## src/rtl/value_readout_master.sv

```systemverilog
// Wishbone master that drains value_storage: direct snapshot of the latest-value
// registers, or an indirect ring-buffer stream, delivered over a one-deep valid/ready port.
module value_readout_master #(
  parameter int          DIRECT_CHANNELS = 32,
  parameter logic [15:0] STREAM_ADDR     = 16'd32,
  parameter int          MAX_STREAM      = 4096,
  parameter int          ACK_TIMEOUT     = 255
) (
  input  logic        wb_clk_i,
  input  logic        wb_rst_i,
  output logic        wbm_cyc_o,
  output logic        wbm_stb_o,
  output logic        wbm_we_o,
  output logic [15:0] wbm_adr_o,
  output logic [15:0] wbm_dat_o,
  input  logic [15:0] wbm_dat_i,
  input  logic        wbm_ack_i,
  input  logic        cmd_snap,
  input  logic        cmd_stream,
  output logic        busy,
  output logic        out_valid,
  input  logic        out_ready,
  output logic [15:0] out_data,
  output logic        out_last,
  output logic [15:0] count_o,
  output logic        error
);

  localparam logic [2:0] S_IDLE      = 3'd0;
  localparam logic [2:0] S_SNAP_RD   = 3'd1;
  localparam logic [2:0] S_STR_START = 3'd2;
  localparam logic [2:0] S_STR_RD    = 3'd3;
  localparam logic [2:0] S_STR_STOP  = 3'd4;
  localparam logic [2:0] S_PUSH_WAIT = 3'd5;

  localparam int          CW        = $clog2(MAX_STREAM + 1);
  localparam logic [CW-1:0] STR_MAX = CW'(MAX_STREAM);
  localparam logic [15:0] SNAP_LAST = 16'(DIRECT_CHANNELS - 1);
  localparam logic [15:0] TMO_LAST  = 16'(ACK_TIMEOUT - 1);

  logic [2:0]    r_state, r_ret;
  logic          r_cyc, r_stb, r_we;
  logic [15:0]   r_adr, r_dat;
  logic [15:0]   r_tmo;
  logic [15:0]   r_idx;
  logic [CW-1:0] r_scnt;
  logic [15:0]   r_hold;
  logic          r_hold_vld;
  logic          r_flush;
  logic          r_out_valid, r_out_last;
  logic [15:0]   r_out_data;
  logic [15:0]   r_count;
  logic          r_error;

  logic          w_xfer_st, w_issue, w_ack, w_tmo, w_accept, w_term, w_str_full;
  logic [CW-1:0] w_scnt_nx;

  assign w_xfer_st  = (r_state == S_SNAP_RD) || (r_state == S_STR_START) ||
                      (r_state == S_STR_RD)  || (r_state == S_STR_STOP);
  assign w_issue    = w_xfer_st && !r_cyc;
  assign w_ack      = r_cyc && wbm_ack_i;
  assign w_tmo      = r_cyc && !wbm_ack_i && (r_tmo == TMO_LAST);
  assign w_accept   = r_out_valid && out_ready;
  assign w_term     = wbm_dat_i[15];
  assign w_scnt_nx  = r_scnt + CW'(1);
  assign w_str_full = (w_scnt_nx == STR_MAX);

  always_ff @(posedge wb_clk_i or negedge wb_rst_i) begin
    if (!wb_rst_i) begin
      r_state     <= S_IDLE;
      r_ret       <= S_IDLE;
      r_cyc       <= 1'b0;
      r_stb       <= 1'b0;
      r_we        <= 1'b0;
      r_adr       <= '0;
      r_dat       <= '0;
      r_tmo       <= '0;
      r_idx       <= '0;
      r_scnt      <= '0;
      r_hold      <= '0;
      r_hold_vld  <= 1'b0;
      r_flush     <= 1'b0;
      r_out_valid <= 1'b0;
      r_out_last  <= 1'b0;
      r_out_data  <= '0;
      r_count     <= '0;
      r_error     <= 1'b0;
    end else begin
      if (w_accept) begin
        r_out_valid <= 1'b0;
        if (r_count != 16'hFFFF) r_count <= r_count + 16'd1;
      end

      // Bus side: launch one beat per request, hold until ack or timeout.
      if (w_issue) begin
        r_cyc <= 1'b1;
        r_stb <= 1'b1;
        r_tmo <= '0;
        case (r_state)
          S_SNAP_RD:   begin r_we <= 1'b0; r_adr <= r_idx;       r_dat <= 16'h0000; end
          S_STR_START: begin r_we <= 1'b1; r_adr <= STREAM_ADDR; r_dat <= 16'h0000; end
          S_STR_RD:    begin r_we <= 1'b0; r_adr <= STREAM_ADDR; r_dat <= 16'h0000; end
          default:     begin r_we <= 1'b1; r_adr <= STREAM_ADDR; r_dat <= 16'hFFFF; end
        endcase
      end else if (r_cyc) begin
        if (wbm_ack_i || w_tmo) begin
          r_cyc <= 1'b0;
          r_stb <= 1'b0;
          r_we  <= 1'b0;
        end else begin
          r_tmo <= r_tmo + 16'd1;
        end
      end

      case (r_state)
        S_IDLE: begin
          if (cmd_snap) begin
            r_state <= S_SNAP_RD;
            r_idx   <= '0;
            r_count <= '0;
            r_error <= 1'b0;
          end else if (cmd_stream) begin
            r_state    <= S_STR_START;
            r_scnt     <= '0;
            r_hold_vld <= 1'b0;
            r_flush    <= 1'b0;
            r_count    <= '0;
            r_error    <= 1'b0;
          end
        end

        S_SNAP_RD: begin
          if (w_ack) begin
            r_out_valid <= 1'b1;
            r_out_data  <= wbm_dat_i;
            r_out_last  <= (r_idx == SNAP_LAST);
            r_ret       <= (r_idx == SNAP_LAST) ? S_IDLE : S_SNAP_RD;
            r_idx       <= r_idx + 16'd1;
            r_state     <= S_PUSH_WAIT;
          end else if (w_tmo) begin
            r_error <= 1'b1;
            r_state <= S_IDLE;
          end
        end

        S_STR_START: begin
          if (w_ack) begin
            r_state <= S_STR_RD;
          end else if (w_tmo) begin
            r_error <= 1'b1;
            r_state <= S_IDLE;
          end
        end

        // One word is always held back so the final data word can carry out_last.
        S_STR_RD: begin
          if (w_ack) begin
            if (w_term) begin
              if (r_hold_vld) begin
                r_out_valid <= 1'b1;
                r_out_data  <= r_hold;
                r_out_last  <= 1'b1;
                r_hold_vld  <= 1'b0;
                r_ret       <= S_STR_STOP;
                r_state     <= S_PUSH_WAIT;
              end else begin
                r_state <= S_STR_STOP;
              end
            end else begin
              r_scnt <= w_scnt_nx;
              if (w_str_full) r_error <= 1'b1;
              if (r_hold_vld) begin
                r_out_valid <= 1'b1;
                r_out_data  <= r_hold;
                r_out_last  <= 1'b0;
                r_hold      <= wbm_dat_i;
                r_flush     <= w_str_full;
                r_ret       <= w_str_full ? S_STR_STOP : S_STR_RD;
                r_state     <= S_PUSH_WAIT;
              end else if (w_str_full) begin
                r_out_valid <= 1'b1;
                r_out_data  <= wbm_dat_i;
                r_out_last  <= 1'b1;
                r_ret       <= S_STR_STOP;
                r_state     <= S_PUSH_WAIT;
              end else begin
                r_hold     <= wbm_dat_i;
                r_hold_vld <= 1'b1;
              end
            end
          end else if (w_tmo) begin
            r_error    <= 1'b1;
            r_hold_vld <= 1'b0;
            r_state    <= S_IDLE;
          end
        end

        S_STR_STOP: begin
          if (w_ack) begin
            r_state <= S_IDLE;
          end else if (w_tmo) begin
            r_error <= 1'b1;
            r_state <= S_IDLE;
          end
        end

        // On overflow the held word is pushed straight behind the accepted one.
        S_PUSH_WAIT: begin
          if (w_accept) begin
            if (r_flush) begin
              r_out_valid <= 1'b1;
              r_out_data  <= r_hold;
              r_out_last  <= 1'b1;
              r_hold_vld  <= 1'b0;
              r_flush     <= 1'b0;
            end else begin
              r_state <= r_ret;
            end
          end
        end

        default: r_state <= S_IDLE;
      endcase
    end
  end

  assign wbm_cyc_o = r_cyc;
  assign wbm_stb_o = r_stb;
  assign wbm_we_o  = r_we;
  assign wbm_adr_o = r_adr;
  assign wbm_dat_o = r_dat;
  assign busy      = (r_state != S_IDLE);
  assign out_valid = r_out_valid;
  assign out_data  = r_out_data;
  assign out_last  = r_out_last;
  assign count_o   = r_count;
  assign error     = r_error;

endmodule

```

## config.mk

```make
export PLATFORM = sky130hd
export DESIGN_NAME = value_readout_master
export DESIGN_NICKNAME = d
export VERILOG_FILES = /design/src/rtl/value_readout_master.sv
export SDC_FILE = /design/constraint.sdc
export NUM_CORES = 1
export LEC_CHECK = 0
export ABC_CLOCK_PERIOD_IN_PS = 6850
export CAP_MARGIN = 30
export CORE_UTILIZATION = 30
export CTS_BUF_LIST = sky130_fd_sc_hd__clkbuf_2
export DETAILED_ROUTE_END_ITERATION = 7
export PLACE_DENSITY_LB_ADDON = 0.25
export SLEW_MARGIN = 30
export SYNTH_ARGS = -nofsm -noshare
export SYNTH_HDL_FRONTEND = slang
export SYNTH_SLANG_ARGS = --single-unit
```

## constraint.sdc

```tcl
create_clock -name wb_clk_i -period 6.85 [get_ports wb_clk_i]
set_clock_uncertainty 0.05 [all_clocks]
set_input_delay 1.0275 -clock wb_clk_i [delete_from_list [all_inputs] [get_ports wb_clk_i]]
set_output_delay 1.0275 -clock wb_clk_i [all_outputs]
set_load 0.03 [all_outputs]
```

Word level (Yosys, flattened, before mapping)

Index checks and enable logic that the tools add are counted.

Add/subtract/negate cells: 4
Equal/unequal tests: 29
Muxes and demuxes: 100
Bitwise logic cells: 1
Reductions and logical operators: 35

Operators with widths:

| kind                  | count |
|---|---|
| $mux 16               | 22 |
| $mux 3                | 19 |
| $mux 13               | 4 |
| $add 16x1->16 const B | 3 |
| $pmux 16 s3           | 1 |
| $mux 1                | 45 |
| $pmux 16 s2           | 1 |
| $ne 2x2->1 const B    | 13 |
| $pmux 13 s2           | 1 |
| $ne 3x3->1 const B    | 6 |
| $pmux 3 s6            | 1 |
| $eq 16x5->1 const B   | 1 |
| $eq 16x8->1 const B   | 1 |
| $ne 16x16->1 const B  | 1 |
| $pmux 1 s3            | 5 |
| $reduce_and 5->1      | 3 |
| $reduce_and 7->1      | 2 |
| $add 13x1->13 const B | 1 |
| $eq 13x13->1 const B  | 1 |
| $reduce_bool 3->1     | 4 |
| $reduce_bool 2->1     | 5 |
| $reduce_and 4->1      | 2 |
| $eq 3x2->1 const B    | 2 |
| $eq 3x3->1 const B    | 2 |
| 13 further kinds      | 23 |

Flip-flop bits (word level): 139
Logic and storage cells: 187

Logic depth before layout (Yosys ltp)

Depth after elaboration: 7
Mapped depth: 9
Mapped depth without buffers: 8

Worst setup path before layout

No wires, ideal clock.

Path kind: input -> register
From: in wbm_dat_i[15]
To: reg r_out_data[10] (netlist: out_data[10])
Arrival: 2.639 ns
Required time: 6.675 ns
Path slack: 4.035 ns
Stages: 7
Cells stage by stage: buf_2 -> nor2_1 -> nor3_1 -> o21ai_1 -> clkbuf_1 -> mux2_2 -> mux2_4

Longest elaborated chain between the ends: 3

Ends and longest elaborated chain:

| what                   | RTL line | text |
|---|---|---|
| start: declaration     | 16       | `input logic [15:0] wbm_dat_i,` |
| $mux 16                | 158      | `if (w_term) begin` |
| $mux 16                | 157      | `if (w_ack) begin` |
| $pmux 16 s3            | 115      | `case (r_state)` |
| end signal: assignment | 135      | `r_out_data <= wbm_dat_i;` |
| end signal: assignment | 161      | `r_out_data <= r_hold;` |
| end signal: assignment | 174      | `r_out_data <= r_hold;` |
| end: declaration       | 51       | `logic [15:0] r_out_data;` |

Parallel ways exist; a longest one is shown, timed or not. The select of a mux whose other input is x is not followed.
A chain may end at the register's enable or synchronous reset.

Worst setup path in the final report

From: reg r_state[0]
To: out busy

Longest elaborated chain between the ends: 1

Ends and longest elaborated chain:

| what                     | RTL line | text |
|---|---|---|
| start: declaration       | 41       | `logic [2:0] r_state, r_ret;` |
| start signal: assignment | 217      | `r_state <= r_ret;` |
| $reduce_bool 3->1        | 232      | `assign busy = (r_state != S_IDLE);` |
| end: declaration         | 20       | `output logic busy,` |

No other way between the ends.

==> flow_summary.toml <==
[timing]
worstMarginPinSlew_ps = 877
finalMaxSlewViolations = 0
relSlewSlack_pct = 41.3
hold_viol = 0
clock.fmax_mhz = 268
tns_ps = 0
hold_ws_ps = 273
period_share_pct = 54.5
rsz0062_at_grt = "no"
finalCriticalPeriod_ps = 3730
finalSetupViolations = 0

[min_path]
worst_hold_path_type = "in2async"

[run_status]
status = "completed"

[yosys]
synth_cell_type_count = 57
yosys_warnings = 0
ys_ff_latch = 123
ys.flop_type = "dfrtp_1"
ys_seq_area_share_pct = 47.9
synth_area_per_cell_sq_um = 9.86
synth_area_sq_um = 6430
syn_nets = 679
synth-async-reset-ratio_pct = 100
syn_inst = 652
synth_edf_count = 0

[critical_path]
start_kind = "flop"
cp_slowest_cell = "dfrtp_1"
r2r_cells = 7
cp-end-kind = "output port"
worstSetupPathType = "reg2out"
timing.rr.start = "r_scnt[0]$_DFFE_PN0P_"
critPathMaxStageDelay_ps = 680
critPathBufInv = 2
r2r_slack_ps = 3540
timing.rr.end = "out_data[1]$_DFFE_PN0P_"
required_ps = 5770
worstPathMaxFanout = 23
arrival_ps = 2650
path_cells = "nor3_1 -> inv_1 -> clkdlybuf4s50_1"
crit_family = "buffers and inverters"

[power]
powerDensity_nw_per_um2 = 354
p_clk_share_pct = 20.7
vdd_ir_drop_max_mv = 0.190
report.power.total_mw = 2.77
p_seq_share_pct = 38.4
p_int_mw = 1.66
power.switching_mw = 1.10
swShare_pct = 39.9
p_leak_nw = 3.30
combPwrFrac_pct = 41.0

[place]
io_buffers = 92
finalWeightedCongestion = 0.759
dp.final_hpwl_um = 10300

[clocking]
cts_hold_buf = 0
htreeDepth = 4
insertion_delay_ps = 720
cts_tree = "done"
cts_resized = 0
clockRootBuffer = "clkbuf_2"
cts.sinks = 123
clkTransAtPathRegs_ps = 200
cts_buffer_depth = 2
post-cts-setup-buffers = 0
cts_buffers = 17

[floorplan]
start_util_pct = 30.6
dieArea_sq_um = 22000
fp-row-count = 53
io_pins = 93
die_height_um = 148
die_w_um = 148
coreArea_sq_um = 21000

[route]
vias = 4961
wl_per_cell_um = 15.0
dr.pass1.iters = 4
ant_nets = 0
via_per_inst = 4.90
wl_um = 15200
drtIter0Drc = 278
post-route-drc-count = 0

[global_route]
overflow = 0
grt_pass1_vias = 4781
grt_pass1_wl_um = 25300
antenna_found_initial = 2
grt_util_all_layers_pct = 14.6
grt_max_degree = 51

[layout]
num_antenna_cells = 0
multi_input_area_sq_um = 3040
area_delta_synth_final_pct = 21.6
drive_gt1_share_pct = 13.4
mostFrequentLayoutCells = "dfrtp_1 (123), clkdlybuf4s50_1 (91), nand2_1 (75), nor2_1 (69), nand3_1 (40)"
fillers = 2112
ff_latch_area_sq_um = 3080
final_nets = 751
final_common_cell = "dfrtp_1"

[run]
maxCapViolations = 0
[how the worst max path moves through the flow]
stage / startpoint / endpoint / slack [ps] / cells past startpoint
CTS: r_state[0]$_DFFE_PN0P_ / busy / 3020 / 3
global placement: wbm_ack_i / r_scnt[11]$_DFFE_PN0P_ / 3170 / 7
global route: r_state[0]$_DFFE_PN0P_ / busy / 2910 / 3
finish: r_state[0]$_DFFE_PN0P_ / busy / 3120 / 3
detailed placement: wbm_ack_i / r_hold[12]$_DFFE_PN0P_ / 3120 / 6
floorplan: wbm_dat_i[15] / out_data[10]$_DFFE_PN0P_ / 4040 / 7
[metal layers]
layer	share of wire (%)	routed length [um]	GRT usage [%]
met5	0.18	27	0
met3	4.6	691	3.87
met1	50	7540	20.2
met4	1.3	193	5.41
met2	44	6720	21.7
[synth_stat cells, drive strengths merged (2+ instances only)]
master | instances | area [sq um]
a211oi | 2 | 15.0
a21oi | 20 | 100
a22o | 2 | 17.5
a31oi | 8 | 50.1
and2 | 7 | 43.8
and3 | 7 | 43.8
and4 | 5 | 43.8
buf | 22 | 181
clkbuf | 23 | 86.3
dfrtp | 123 | 3080
ha | 5 | 62.6
inv | 16 | 60.1
mux2 | 48 | 616
mux2i | 2 | 20.0
nand2 | 75 | 282
nand2b | 6 | 37.5
nand3 | 40 | 200
nand4 | 13 | 96.3
nor2 | 69 | 259
nor2b | 7 | 43.8
nor3 | 17 | 96.4
nor3b | 2 | 15.0
nor4 | 7 | 43.8
nor4b | 4 | 35.0
o2111ai | 3 | 26.3
o21a | 3 | 22.5
o21ai | 41 | 216
o22ai | 6 | 51.3
o311ai | 3 | 26.3
o31ai | 3 | 22.5
or2 | 2 | 12.5
or3 | 6 | 37.5
or4 | 3 | 22.5
xnor2 | 24 | 210
xor2 | 16 | 140
[worst register-to-register path, delay by kind of cell, from the launching register on]
family	cells	cell delay [ps]
muxes	1	410
DFF	1	470
adders and majority gates	1	250
and+or+nand+nor	3	1270
AOI/OAI and AO/OA	2	770
[sequential cells by signal, summed over array words and instances (netlist names), 3 cells and up]
register	flops
wbm_adr_o	16
r_ret	3
r_state	3
out_data	16
r_hold	15
r_scnt	13
r_tmo	16
r_idx	16
count_o	16
[cells by family after synthesis]
family,share of synthesized area [%]
buffers and inverters,5.10
adder cells (fa/ha/maj),0.973
AO/OA/AOI/OAI,10.0
flip-flops,47.9
AND/OR/NAND/NOR,20.7
multiplexers,9.89
XOR/XNOR,5.45
[cell type report]
type	instances	share of cell area (%)
clock buffers	17	1.09
flip-flops and latches	123	39.4
clock inverters	15	2.85
inverters	16	0.768
multi-input cells	468	38.9
well taps	275	4.40
repair buffers	98	12.6
[power groups by stage]
stage | registers [mW] | clock network (mW) | logic, mW
2_1_floorplan | 1.14 | 0 | 0.703
3_3_place_gp | 1.08 | 0 | 1.13
3_5_place_dp | 1.08 | 0 | 1.14
4_1_cts | 1.06 | 0.594 | 1.15
5_1_grt | 1.09 | 0.620 | 1.23
6_report | 1.06 | 0.572 | 1.13
[stage by stage]
stage          instances  utilization (%)  cell area, sq um  setup slack [ps]
2_1_floorplan        652                -              6430              4040
3_3_place_gp         979             35.5              7470              3170
3_5_place_dp         980             35.7              7510              3120
4_1_cts             1012             37.2              7820              3020
5_1_grt             1012             37.2              7820              2910
6_report            1012             37.2              7820              3120
Note: power is estimated with default switching activity, not from simulation.
